===== config.mk =====
export PLATFORM = sky130hd
export DESIGN_NAME = led_marquee
export DESIGN_NICKNAME = d
export VERILOG_FILES = /design/src/rtl/led_marquee.sv
export SDC_FILE = /design/constraint.sdc
export NUM_CORES = 1
export LEC_CHECK = 0
export BUFFER_PORTS_ARGS = -buffer_cell sky130_fd_sc_hd__buf_2
export CAP_MARGIN = 20
export CORE_MARGIN = 2
export CORE_UTILIZATION = 40
export DETAILED_ROUTE_END_ITERATION = 8
export SLEW_MARGIN = 20
export SYNTH_ARGS = -nofsm -noshare
export SYNTH_HDL_FRONTEND = slang
export SYNTH_SLANG_ARGS = --single-unit

===== constraint.sdc =====
create_clock -name CLK100MHZ -period 2.05 [get_ports CLK100MHZ]
set_input_delay 0.1025 -clock CLK100MHZ [delete_from_list [all_inputs] [get_ports CLK100MHZ]]
set_output_delay 0.1025 -clock CLK100MHZ [all_outputs]
set_load 0.01 [all_outputs]

===== src/rtl/led_marquee.sv =====
// Purpose : 16-LED running-light driver; divides the board clock into a step tick and advances the LED pattern.
// Latency : LED is a pure register; a step tick on edge n shows the new pattern right after edge n.
// Backpr. : none; SW[0] pauses the divider and the pattern, and a mode change restarts from 16'h0001.
//
// Ports:
//   CLK100MHZ  - board clock; all logic on its rising edge
//   CPU_RESETN - synchronous reset, active HIGH (1 at a rising edge resets the block)
//   SW[0]      - pause (hold divider count and LED)
//   SW[1]      - rotate direction (0 = left, 1 = right); only used by the rotate modes
//   SW[3:2]    - mode: 00/11 rotate, 01 bounce, 10 fill/drain; SW[15:4] unused
//   LED        - registered pattern, bit 0 = rightmost LED
module led_marquee #(
   parameter int div_num = 50_000_000
) (
   input  logic        CLK100MHZ,
   input  logic        CPU_RESETN,
   input  logic [15:0] SW,
   output logic [15:0] LED
);

   localparam int            CW   = $clog2(div_num);
   localparam logic [CW-1:0] LAST = CW'(div_num - 1);

   typedef enum logic {FILL, DRAIN} phase_t;
   typedef enum logic {UP, DOWN}    dir_t;

   logic [CW-1:0] count;
   logic [1:0]    mode_q;
   phase_t        phase;
   dir_t          dir;

   logic mode_chg;
   logic step;
   logic unused_sw;

   assign mode_chg  = (SW[3:2] != mode_q);
   assign step      = !SW[0] && (count == LAST);
   assign unused_sw = ^SW[15:4];

   always_ff @(posedge CLK100MHZ) begin
      if (CPU_RESETN) begin
         LED    <= 16'h0001;
         count  <= '0;
         phase  <= FILL;
         dir    <= UP;
         mode_q <= SW[3:2];
      end else if (mode_chg) begin
         // A new mode always restarts from a single lit LED, even while paused.
         LED    <= 16'h0001;
         count  <= '0;
         phase  <= FILL;
         dir    <= UP;
         mode_q <= SW[3:2];
      end else if (step) begin
         count <= '0;
         case (mode_q)
            2'b01: begin
               // Bounce: turn around at either end instead of shifting off the edge.
               if (dir == UP) begin
                  if (LED == 16'h8000) begin
                     dir <= DOWN;
                     LED <= 16'h4000;
                  end else begin
                     LED <= {LED[14:0], 1'b0};
                  end
               end else begin
                  if (LED == 16'h0001) begin
                     dir <= UP;
                     LED <= 16'h0002;
                  end else begin
                     LED <= {1'b0, LED[15:1]};
                  end
               end
            end
            2'b10: begin
               // Fill shifts ones in until all lit, drain shifts zeros in until all dark.
               if (phase == FILL) begin
                  LED <= {LED[14:0], 1'b1};
                  if (LED[14:0] == 15'h7FFF) phase <= DRAIN;
               end else begin
                  LED <= {LED[14:0], 1'b0};
                  if (LED[14:0] == 15'h0000) phase <= FILL;
               end
            end
            default: begin
               // Rotate; direction is sampled at each step without reloading the pattern.
               if (SW[1]) LED <= {LED[0], LED[15:1]};
               else       LED <= {LED[14:0], LED[15]};
            end
         endcase
      end else if (!SW[0]) begin
         count <= count + 1'b1;
      end
   end

endmodule


==> results of run 1 <==
[cell type report]
| class | count | area (sq um) |
|---|---|---|
| fillers | 497 | 2380 |
| multi-input cells | 187 | 1210 |
| flip-flops and latches | 46 | 943 |
| repair buffers | 56 | 410 |
| clock buffers | 6 | 93.8 |
| well taps | 70 | 87.6 |
| clock inverters | 2 | 38.8 |
| inverters | 9 | 33.8 |
[kinds of logic after synthesis]
kind of cell	synth area share, %
simple gates	26.5
xor+xnor	10.8
flops	43.0
buf+inv	3.60
mux	0.457
compound gates	13.9
fa+ha+maj	1.71
[worst reg2reg max path, delay by kind of cell (launching register included)]
kind,cells,cell delay [ns]
AND/OR/NAND/NOR,5,1.49
flip-flops,1,0.34
adder cells (fa/ha/maj),1,0.17
[repair_timing]
item                       in CTS  in global routing
hold endpoints to repair        2                  0
setup endpoints to repair      16                 16
hold buffers                    2                  0
buffers inserted                0                  1
pin swaps                       0                  2
resized for setup               2                  5
[through the flow]
step	TNS (ns)	power [W]	std cells	setup slack, ns	util, %
2_1_floorplan	0	0.00101	253	0.00816	-
3_3_place_gp	-1.99	0.00108	365	-0.157	50.5
3_5_place_dp	-2.84	0.00108	365	-0.238	50.5
4_1_cts	0	0.00184	375	0.00133	53.5
5_1_grt	-0.0645	0.00191	376	-0.0498	54.2
6_report	0	0.00182	376	0.0170	54.2
[cell usage after synthesis, drive strengths merged (5+ instances only)]
cell	count	area share, %
a211oi	15	5.1
a22oi	12	4.1
clkbuf	8	1.4
dfxtp	44	40
inv	8	1.4
nand2	9	1.5
nand3	10	2.5
nand4	16	4.6
nor2	49	8.4
nor3	5	1.1
nor4	6	1.7
xnor2	5	2.0
xor2	22	8.8
[registers in the layout, summed over array words and instances, names as in the netlist]
signal,count
dir,1
phase,1
mode_q,2
count,26
LED,16
[layer usage]
metal | track usage (%) | vias up | share of wire (%)
met1 | 21.4 | 925 | 48
met4 | 5.61 | 0 | 0.60
met5 | 0 | - | 0
met3 | 3.84 | 2 | 3.4
li1 | - | 1023 | -
met2 | 28.4 | 30 | 48
[power by group through the flow]
stage	combinational, W	sequential (W)	clock, W
2_1_floorplan	0.0000784	0.000929	0
3_3_place_gp	0.000150	0.000928	0
3_5_place_dp	0.000149	0.000929	0
4_1_cts	0.000156	0.000908	0.000780
5_1_grt	0.000179	0.000908	0.000822
6_report	0.000163	0.000907	0.000753
[worst min-delay path by stage]
stage          startpoint   endpoint  slack, ns  cells past startpoint
3_3_place_gp        SW[2]  mode_q[0]       0.31                      1
3_5_place_dp        SW[3]  mode_q[1]       0.31                      1
5_1_grt        CPU_RESETN     LED[0]       0.17                      4
6_report       CPU_RESETN     LED[0]       0.17                      4
4_1_cts        CPU_RESETN        dir       0.16                      5
2_1_floorplan       SW[2]  mode_q[0]       0.20                      0
[layout by cell type (no fill, tap or decap), types with 2 or more instances in the layout]
| master | Yosys | routed |
|---|---|---|
| sky130_fd_sc_hd__a211oi_1 | 15 | 14 |
| sky130_fd_sc_hd__a21oi_1 | 4 | 3 |
| sky130_fd_sc_hd__a22oi_1 | 12 | 12 |
| sky130_fd_sc_hd__and3_1 | 3 | 3 |
| sky130_fd_sc_hd__buf_12 | 0 | 3 |
| sky130_fd_sc_hd__buf_2 | 3 | 21 |
| sky130_fd_sc_hd__buf_4 | 0 | 30 |
| sky130_fd_sc_hd__clkbuf_8 | 0 | 5 |
| sky130_fd_sc_hd__dfxtp_1 | 44 | 42 |
| sky130_fd_sc_hd__dfxtp_2 | 0 | 2 |
| sky130_fd_sc_hd__dlygate4sd3_1 | 0 | 2 |
| sky130_fd_sc_hd__edfxtp_1 | 2 | 2 |
| sky130_fd_sc_hd__ha_1 | 3 | 2 |
| sky130_fd_sc_hd__inv_1 | 8 | 8 |
| sky130_fd_sc_hd__nand2_1 | 9 | 9 |
| sky130_fd_sc_hd__nand2b_1 | 3 | 3 |
| sky130_fd_sc_hd__nand3_1 | 9 | 9 |
| sky130_fd_sc_hd__nand3b_1 | 2 | 2 |
| sky130_fd_sc_hd__nand4_1 | 16 | 16 |
| sky130_fd_sc_hd__nor2_1 | 49 | 49 |
| sky130_fd_sc_hd__nor3_1 | 5 | 5 |
| sky130_fd_sc_hd__nor4_1 | 6 | 5 |
| sky130_fd_sc_hd__o2111ai_1 | 2 | 2 |
| sky130_fd_sc_hd__o21ai_0 | 3 | 3 |
| sky130_fd_sc_hd__or4_1 | 4 | 2 |
| sky130_fd_sc_hd__or4_4 | 0 | 2 |
| sky130_fd_sc_hd__xnor2_1 | 5 | 5 |
| sky130_fd_sc_hd__xor2_1 | 22 | 22 |
==> results.toml, run 1 <==
[power_and_ir_drop]
power.sequential.fraction_pct = 49.8
share_clk_of_total_power_pct = 41.3
cell_internal_pwr_w = 0.00141
comb_power_share_pct = 8.9
ir_worst_vdd_uv = 445
p_leak_nw = 1.03
power_density_mw_per_mm2 = 647
p_switching_w = 0.000410
power.share.switching_pct = 22.5

[grt]
grt_first_pass_wirelength_mm = 8.46
grt_antenna_before_repair = 0
pin_count_of_the_biggest_net_entering_global_routing = 31
global_route.usage.total_pct = 16.9
grt_pass1_vias = 1891
global_route.overflow_total = 0

[setup_path]
setup.worst_path.class = "reg -> reg"
startpoint = "count[1]"
setup.reg_to_reg.worst_slack_ns = 0.02
arrival_ns = 2.28
slowest_delay_ns = 0.61
regToRegEndpoint = "dir"
setup.worst_path.start_class = "flop"
crit_path_frequent_cell = "sky130_fd_sc_hd__or4_4"
critical_path.max_fanout = 7
cp.buffers_inverters = 0
cp-endpoint = "dir"
timing.rr.start = "count[1]"
family_with_the_most_delay_on_the_worst_path = "simple AND/OR/NAND/NOR gates"
cp.depth = 6
ff2ff_path_depth = 6
required_ns = 2.30
timing.critical_path.to_type = "flop"
critPathSlowestCell = "sky130_fd_sc_hd__or4_4"
critical_path.cell_chain = "ha_2 > and3b_2 > nand4_1 > or4_4 > or4_4 > nand2_1"

[clock_tree]
clock_tree.root_cell = "sky130_fd_sc_hd__clkbuf_8"
worst_skew_pair_later_pin_latency_ns = 0.30
numClockSinks = 46
ctsLongestPathBuffers = 2
cts_htree_levels = 2
clkSlewWorstSetupHoldPaths_ns = 0.09
cts_buffers = 5
tritoncts_clock_tree = "done"

[sta]
timing_max_transition_violations_final = 0
unrepaired_setup_endpoints_after_global_routing = "true"
timing.final.hold_violations = 0
worst_clock_skew_ns = 0.0125
setup_viol = 0
fmax_mhz = 492
worst_slew_pin_slew_ns = 0.437
max_slew_margin_pct = 70.8
final_min_period_over_clock_period_pct = 99.2
finalHoldWorstSlack_ns = 0.169
timing.final.crit_period_ns = 2.03

[route]
antenna_violating_nets_post_route = 0
drt_first_pass_iters = 4
average_vias_per_placed_instance = 5.27
detail_route.wl_per_cell_microns = 12.8
violation_count_after_the_first_detailed_route_iteration = 117
routed_wl_mm = 4.80
drcViolationCount = 0
dr_total_vias = 1980

[synth]
synth.net_count = 274
synth_enable_flop_cells = 2
synthesis.instances = 253
synth-async-reset-ratio_pct = 0
synth_seq_area_share_pct = 43.0
synthesis.area_per_instance_sq_um = 8.65
synthFlopType = "sky130_fd_sc_hd__dfxtp_1"
netlist-cell-type-count = 39
ys_ff_latch = 46
synth_warnings = 0
synthesis.area_sq_mm = 0.00219

[floorplan]
core_area_sq_mm = 0.00520
dieWidth_microns = 78.0
effective_utilization_at_floorplan_pct = 42.1
floorplan.io_pins = 34
site_rows = 26
area_enclosed_by_the_die_boundary_sq_mm = 0.00608
die_span_y_microns = 78.0

[finish]
antenna_cells = 0
layout-drive-gt1-share_pct = 24.5
final_area_sq_mm = 0.00282
fin_nets = 326
layout-area-overhead-vs-synth_pct = 28.8

[placed_design]
numPortBuffers = 21
dp_hpwl_mm = 3.23
area_after_dpl_sq_mm = 0.00263
place.gp.congestion = 0.839

[run]
max_cap_viol_count = 0

[status]
run_status = "finished, final reports clean"

[hold_path]
holdCritPathClass = "in -> reg"
Power figures use the tool's default switching activity.
==> run 2, diff against run 1 <==
- REMOVE_ABC_BUFFERS: default -> 1
==> results.toml, run 2 (synthesis gave the netlist of run 1 again) <==
[status]
run_status = "finished, final reports clean"

[floorplan]
die_span_y_microns = 78.0
area_enclosed_by_the_die_boundary_sq_mm = 0.00608
core_area_sq_mm = 0.00520
effective_utilization_at_floorplan_pct = 42.1
floorplan.io_pins = 34
dieWidth_microns = 78.0
site_rows = 26

[sta]
finalWorstSetupSlack_ns = 0.0525
worst_slew_pin_slew_ns = 0.672
fmax_mhz = 501
timing.final.hold_violations = 0
setup_viol = 0
timing.final.crit_period_ns = 2.00
final_min_period_over_clock_period_pct = 97.4
max_slew_margin_pct = 55.2
timing_max_transition_violations_final = 0
worst_clock_skew_ns = 0.0111

[finish]
final_common_cell = "sky130_fd_sc_hd__nor2_1"
largest_reg_flops = 26
antenna_cells = 0
mostFrequentLayoutCells = "49 x sky130_fd_sc_hd__nor2_1, 42 x sky130_fd_sc_hd__dfxtp_1, 31 x sky130_fd_sc_hd__buf_4"
layout-area-overhead-vs-synth_pct = 29.3
layout-drive-gt1-share_pct = 24.8
fin_nets = 326
largest_register = "count"
largestRegisters = "count: 26 flops, LED: 16 flops, mode_q: 2 flops"

[placed_design]
place.gp.congestion = 0.826
dp_hpwl_mm = 3.35
place_worst_setup_slack_ns = -0.180
numPortBuffers = 21

[clock_tree]
ctsLongestPathBuffers = 2
tritoncts_clock_tree = "done"
clock_tree.root_cell = "sky130_fd_sc_hd__clkbuf_8"
clkSlewWorstSetupHoldPaths_ns = 0.09
cts_buffers = 5
numClockSinks = 46
cts_htree_levels = 2
worst_skew_pair_later_pin_latency_ns = 0.30

[power_and_ir_drop]
power_density_mw_per_mm2 = 670
power_w = 0.00190
ir_worst_vdd_uv = 488
p_leak_nw = 1.04

[route]
detail_route.wl_per_cell_microns = 13.2
average_vias_per_placed_instance = 5.36
routed_wl_mm = 4.97
dr_total_vias = 2016
drcViolationCount = 0
drt_first_pass_iters = 4
antenna_violating_nets_post_route = 0
violation_count_after_the_first_detailed_route_iteration = 105

[setup_path]
arrival_ns = 2.19
timing.rr.start = "count[0]"
setup.reg_to_reg.worst_slack_ns = 0.05
setup.worst_path.start_class = "flop"
critical_path.max_fanout = 5
startpoint = "count[0]"
setup.worst_path.class = "reg -> reg"
timing.critical_path.to_type = "flop"
required_ns = 2.24

[grt]
global_route.usage.total_pct = 17.8
grt_first_pass_wirelength_mm = 8.83
grt_pass1_vias = 1955
grt_antenna_before_repair = 0
pin_count_of_the_biggest_net_entering_global_routing = 31
global_route.overflow_total = 0

[hold_path]
worst_hold_startpoint = "SW[0]"
holdCritPathClass = "in -> reg"

[run]
max_cap_viol_count = 0
==> run 2: layout make-up <==
class | instances | area [sq um]
sequential | 46 | 943
clock buffer | 6 | 82.6
clock inverter | 2 | 60.1
tap | 70 | 87.6
inverter | 9 | 33.8
fill | 498 | 2370
timing repair buffer | 56 | 398
multi-input combinational | 187 | 1220
==> run 2: through the flow <==
stage	hold slack (ns)	TNS, ns	cells	area [sq um]	util, %
finish	0.133	0	376	2830	54.4
global placement	0.307	-2.25	365	2610	50.1
CTS	0.125	0	376	2790	53.7
floorplan	0.201	-25.51	242	2140	-
global route	0.138	-0.0281	376	2830	54.4
detailed placement	0.308	-2.19	365	2610	50.1
==> run 2: final timing paths <==
| path | to | cells past startpoint |
|---|---|---|
| setup / recovery | LED[14] | 7 |
| hold / removal | count[1] | 3 |
| setup reg to reg | LED[14] | 7 |
| hold reg to reg | phase | 2 |
==> run 2: critical path, cell delays in order (launching register included) <==
cell	delay, ns
sky130_fd_sc_hd__dfxtp_2	0.36
sky130_fd_sc_hd__ha_4	0.14
sky130_fd_sc_hd__and3b_2	0.21
sky130_fd_sc_hd__nand4_1	0.11
sky130_fd_sc_hd__or4_4	0.60
sky130_fd_sc_hd__buf_4	0.17
sky130_fd_sc_hd__a221oi_2	0.19
sky130_fd_sc_hd__a21oi_1	0.11
==> run 2: timing repair <==
item / in CTS / in global routing
hold buffers: 2 / 0
buffers inserted: 1 / 0
hold endpoints to repair: 2 / 0
gates resized for setup: 6 / 7
pin swaps: 3 / 3
setup endpoints to repair: 17 / 17
==> run 2: power by group <==
part	leakage (nW)	switching (W)	internal, W
clock	0.0714	0.000320	0.000520
sequential	0.376	0.00000351	0.000905
combinational	0.591	0.0000901	0.0000593
==> run 2: layer usage <==
layer	global-route usage, %	share of wire, %
met2	29.1	46
met1	22.7	48
met5	0	0
met3	4.53	4.8
met4	6.67	1.3
==> run 3, diff against run 2 <==
- SETUP_SLACK_MARGIN: default -> 0.4
- SKIP_LAST_GASP: default -> 1
==> results.toml, run 3 (synthesis gave the netlist of run 1 again) <==
[setup_path]
arrival_ns = 2.31
crit_path_frequent_cell = "sky130_fd_sc_hd__buf_6"
critPathSlowestCell = "sky130_fd_sc_hd__dfxtp_2"
critical_path.max_fanout = 8
setup.worst_path.class = "reg -> reg"
critical_path.cell_chain = "ha_4 > and3b_2 > nand4_1 > buf_4 > buf_6 > buf_6 > nor4_4 > buf_4 > buf_6 > buf_12 > nor2_1 > a211oi_1"
setup.worst_path.start_class = "flop"
required_ns = 2.27
cp.buffers_inverters = 6
slowest_delay_ns = 0.36
timing.critical_path.to_type = "flop"
family_with_the_most_delay_on_the_worst_path = "buffers and inverters"

[finish]
layout-area-overhead-vs-synth_pct = 51.9
final_std_cells_w_o_fill = 393
final_area_sq_mm = 0.00333
largest_reg_flops = 26
final_common_cell = "sky130_fd_sc_hd__dfxtp_1"
fin_nets = 343
largestRegisters = "count: 26 flops, LED: 16 flops, mode_q: 2 flops"
final.fill_count = 430
layout-drive-gt1-share_pct = 39.6
antenna_cells = 0
largest_register = "count"
mostFrequentLayoutCells = "42 x sky130_fd_sc_hd__dfxtp_1, 35 x sky130_fd_sc_hd__buf_4, 23 x sky130_fd_sc_hd__nor2_1"

[power_and_ir_drop]
power_density_mw_per_mm2 = 593
ir_worst_vdd_uv = 495
p_leak_nw = 1.19
power_w = 0.00197

[run]
max_cap_viol_count = 0

[floorplan]
effective_utilization_at_floorplan_pct = 42.1
site_rows = 26
floorplan.io_pins = 34
die_span_y_microns = 78.0
dieWidth_microns = 78.0
area_enclosed_by_the_die_boundary_sq_mm = 0.00608
core_area_sq_mm = 0.00520

[sta]
timing.final.crit_period_ns = 2.08
worst_clock_skew_ns = 0.0117
fmax_mhz = 480
timing.final.hold_violations = 0
finalWorstSetupSlack_ns = -0.0345
final_min_period_over_clock_period_pct = 102
worst_slew_pin_slew_ns = 0.479
setup_viol = 8
max_slew_margin_pct = 68.0
unrepaired_setup_endpoints_after_global_routing = "true"
timing_max_transition_violations_final = 0

[grt]
grt_antenna_before_repair = 0
global_route.usage.met3_pct = 4.65
grt_pass1_vias = 2070
grt_first_pass_wirelength_mm = 9.85
global_route.overflow_total = 0
use_met2_pct = 34.4
globalRouteMet1Util_pct = 24.5
global_route.usage.total_pct = 20.1
pin_count_of_the_biggest_net_entering_global_routing = 19
grt_busiest_layer = "met2"

[route]
detail_route.wl_per_cell_microns = 15.4
routed_wl_mm = 6.07
average_vias_per_placed_instance = 5.50
drt_first_pass_iters = 4
antenna_violating_nets_post_route = 0
dr_total_vias = 2161
drcViolationCount = 0
violation_count_after_the_first_detailed_route_iteration = 126

[placed_design]
dp_hpwl_mm = 3.35
place.gp.congestion = 0.826
numPortBuffers = 21
place_worst_setup_slack_ns = -0.180
area_after_dpl_sq_mm = 0.00261
numPlacedInstances = 365

[clock_tree]
clock_tree.root_cell = "sky130_fd_sc_hd__clkbuf_8"
worst_skew_pair_later_pin_latency_ns = 0.31
clkSlewWorstSetupHoldPaths_ns = 0.09
ctsLongestPathBuffers = 2
numClockSinks = 46
cts_buffers = 5
tritoncts_clock_tree = "done"
cts_htree_levels = 2

[status]
run_status = "finished, violations left"
violations = "negative setup slack"

[hold_path]
holdCritPathClass = "in -> reg"
==> run 3: worst paths after layout <==
| kind | depth (start not counted) | end | start | slack, ns |
|---|---|---|---|---|
| setup reg to reg | 12 | LED[4] | count[1] | -0.03 |
| hold reg to reg | 2 | dir | dir | 0.49 |
| hold / removal | 5 | dir | CPU_RESETN | 0.14 |
| setup / recovery | 12 | LED[4] | count[1] | -0.03 |
==> run 3: layout make-up <==
class / instances / area (sq um) / share of cell area [%]
Timing Repair Buffer: 73 / 663 / 19.9
Clock buffer: 6 / 82.6 / 2.48
Sequential cell: 46 / 943 / 28.4
Tap cell: 70 / 87.6 / 2.63
Multi-Input combinational cell: 187 / 1460 / 43.8
Clock inverter: 2 / 60.1 / 1.81
Inverter: 9 / 33.8 / 1.02
==> run 3: power by group <==
part	total (W)	switching [W]	internal [W]	leakage, nW
Clock	0.000849	0.000329	0.000520	0.0714
Combinational	0.000215	0.000128	0.0000878	0.741
Sequential	0.000908	0.00000333	0.000905	0.376
==> run 3: metal layers <==
metal,part of all wire (%),up-vias,wire [microns]
met2,50,50,3060
met3,4.5,7,275
met4,1.3,0,81
li1,-,1059,-
met1,44,1045,2650
met5,0,-,0
==> run 3: worst register-to-register path: cells and delay by family (launching register included) <==
kind / cells / cell delay (ns)
adder cells (fa/ha/maj): 1 / 0.13
AO/OA/AOI/OAI: 1 / 0.19
AND/OR/NAND/NOR: 4 / 0.58
buffers and inverters: 6 / 0.75
flip-flops: 1 / 0.36
==> run 3: timing repair <==
action,in CTS,in global routing
hold buffers,2,0
cloned,4,2
buffers inserted,10,2
hold endpoints to repair,2,0
gates resized for setup,23,60
pin swaps,10,39
setup endpoints to repair,43,46
==> run 3: through the flow <==
step	hold WS (ns)	utilization [%]	TNS (ns)
global placement	0.307	50.1	-2.25
CTS	0.125	58.6	0
detailed placement	0.308	50.1	-2.19
floorplan	0.201	-	-25.51
finish	0.145	63.9	-0.0828
global route	0.157	63.9	-1.69
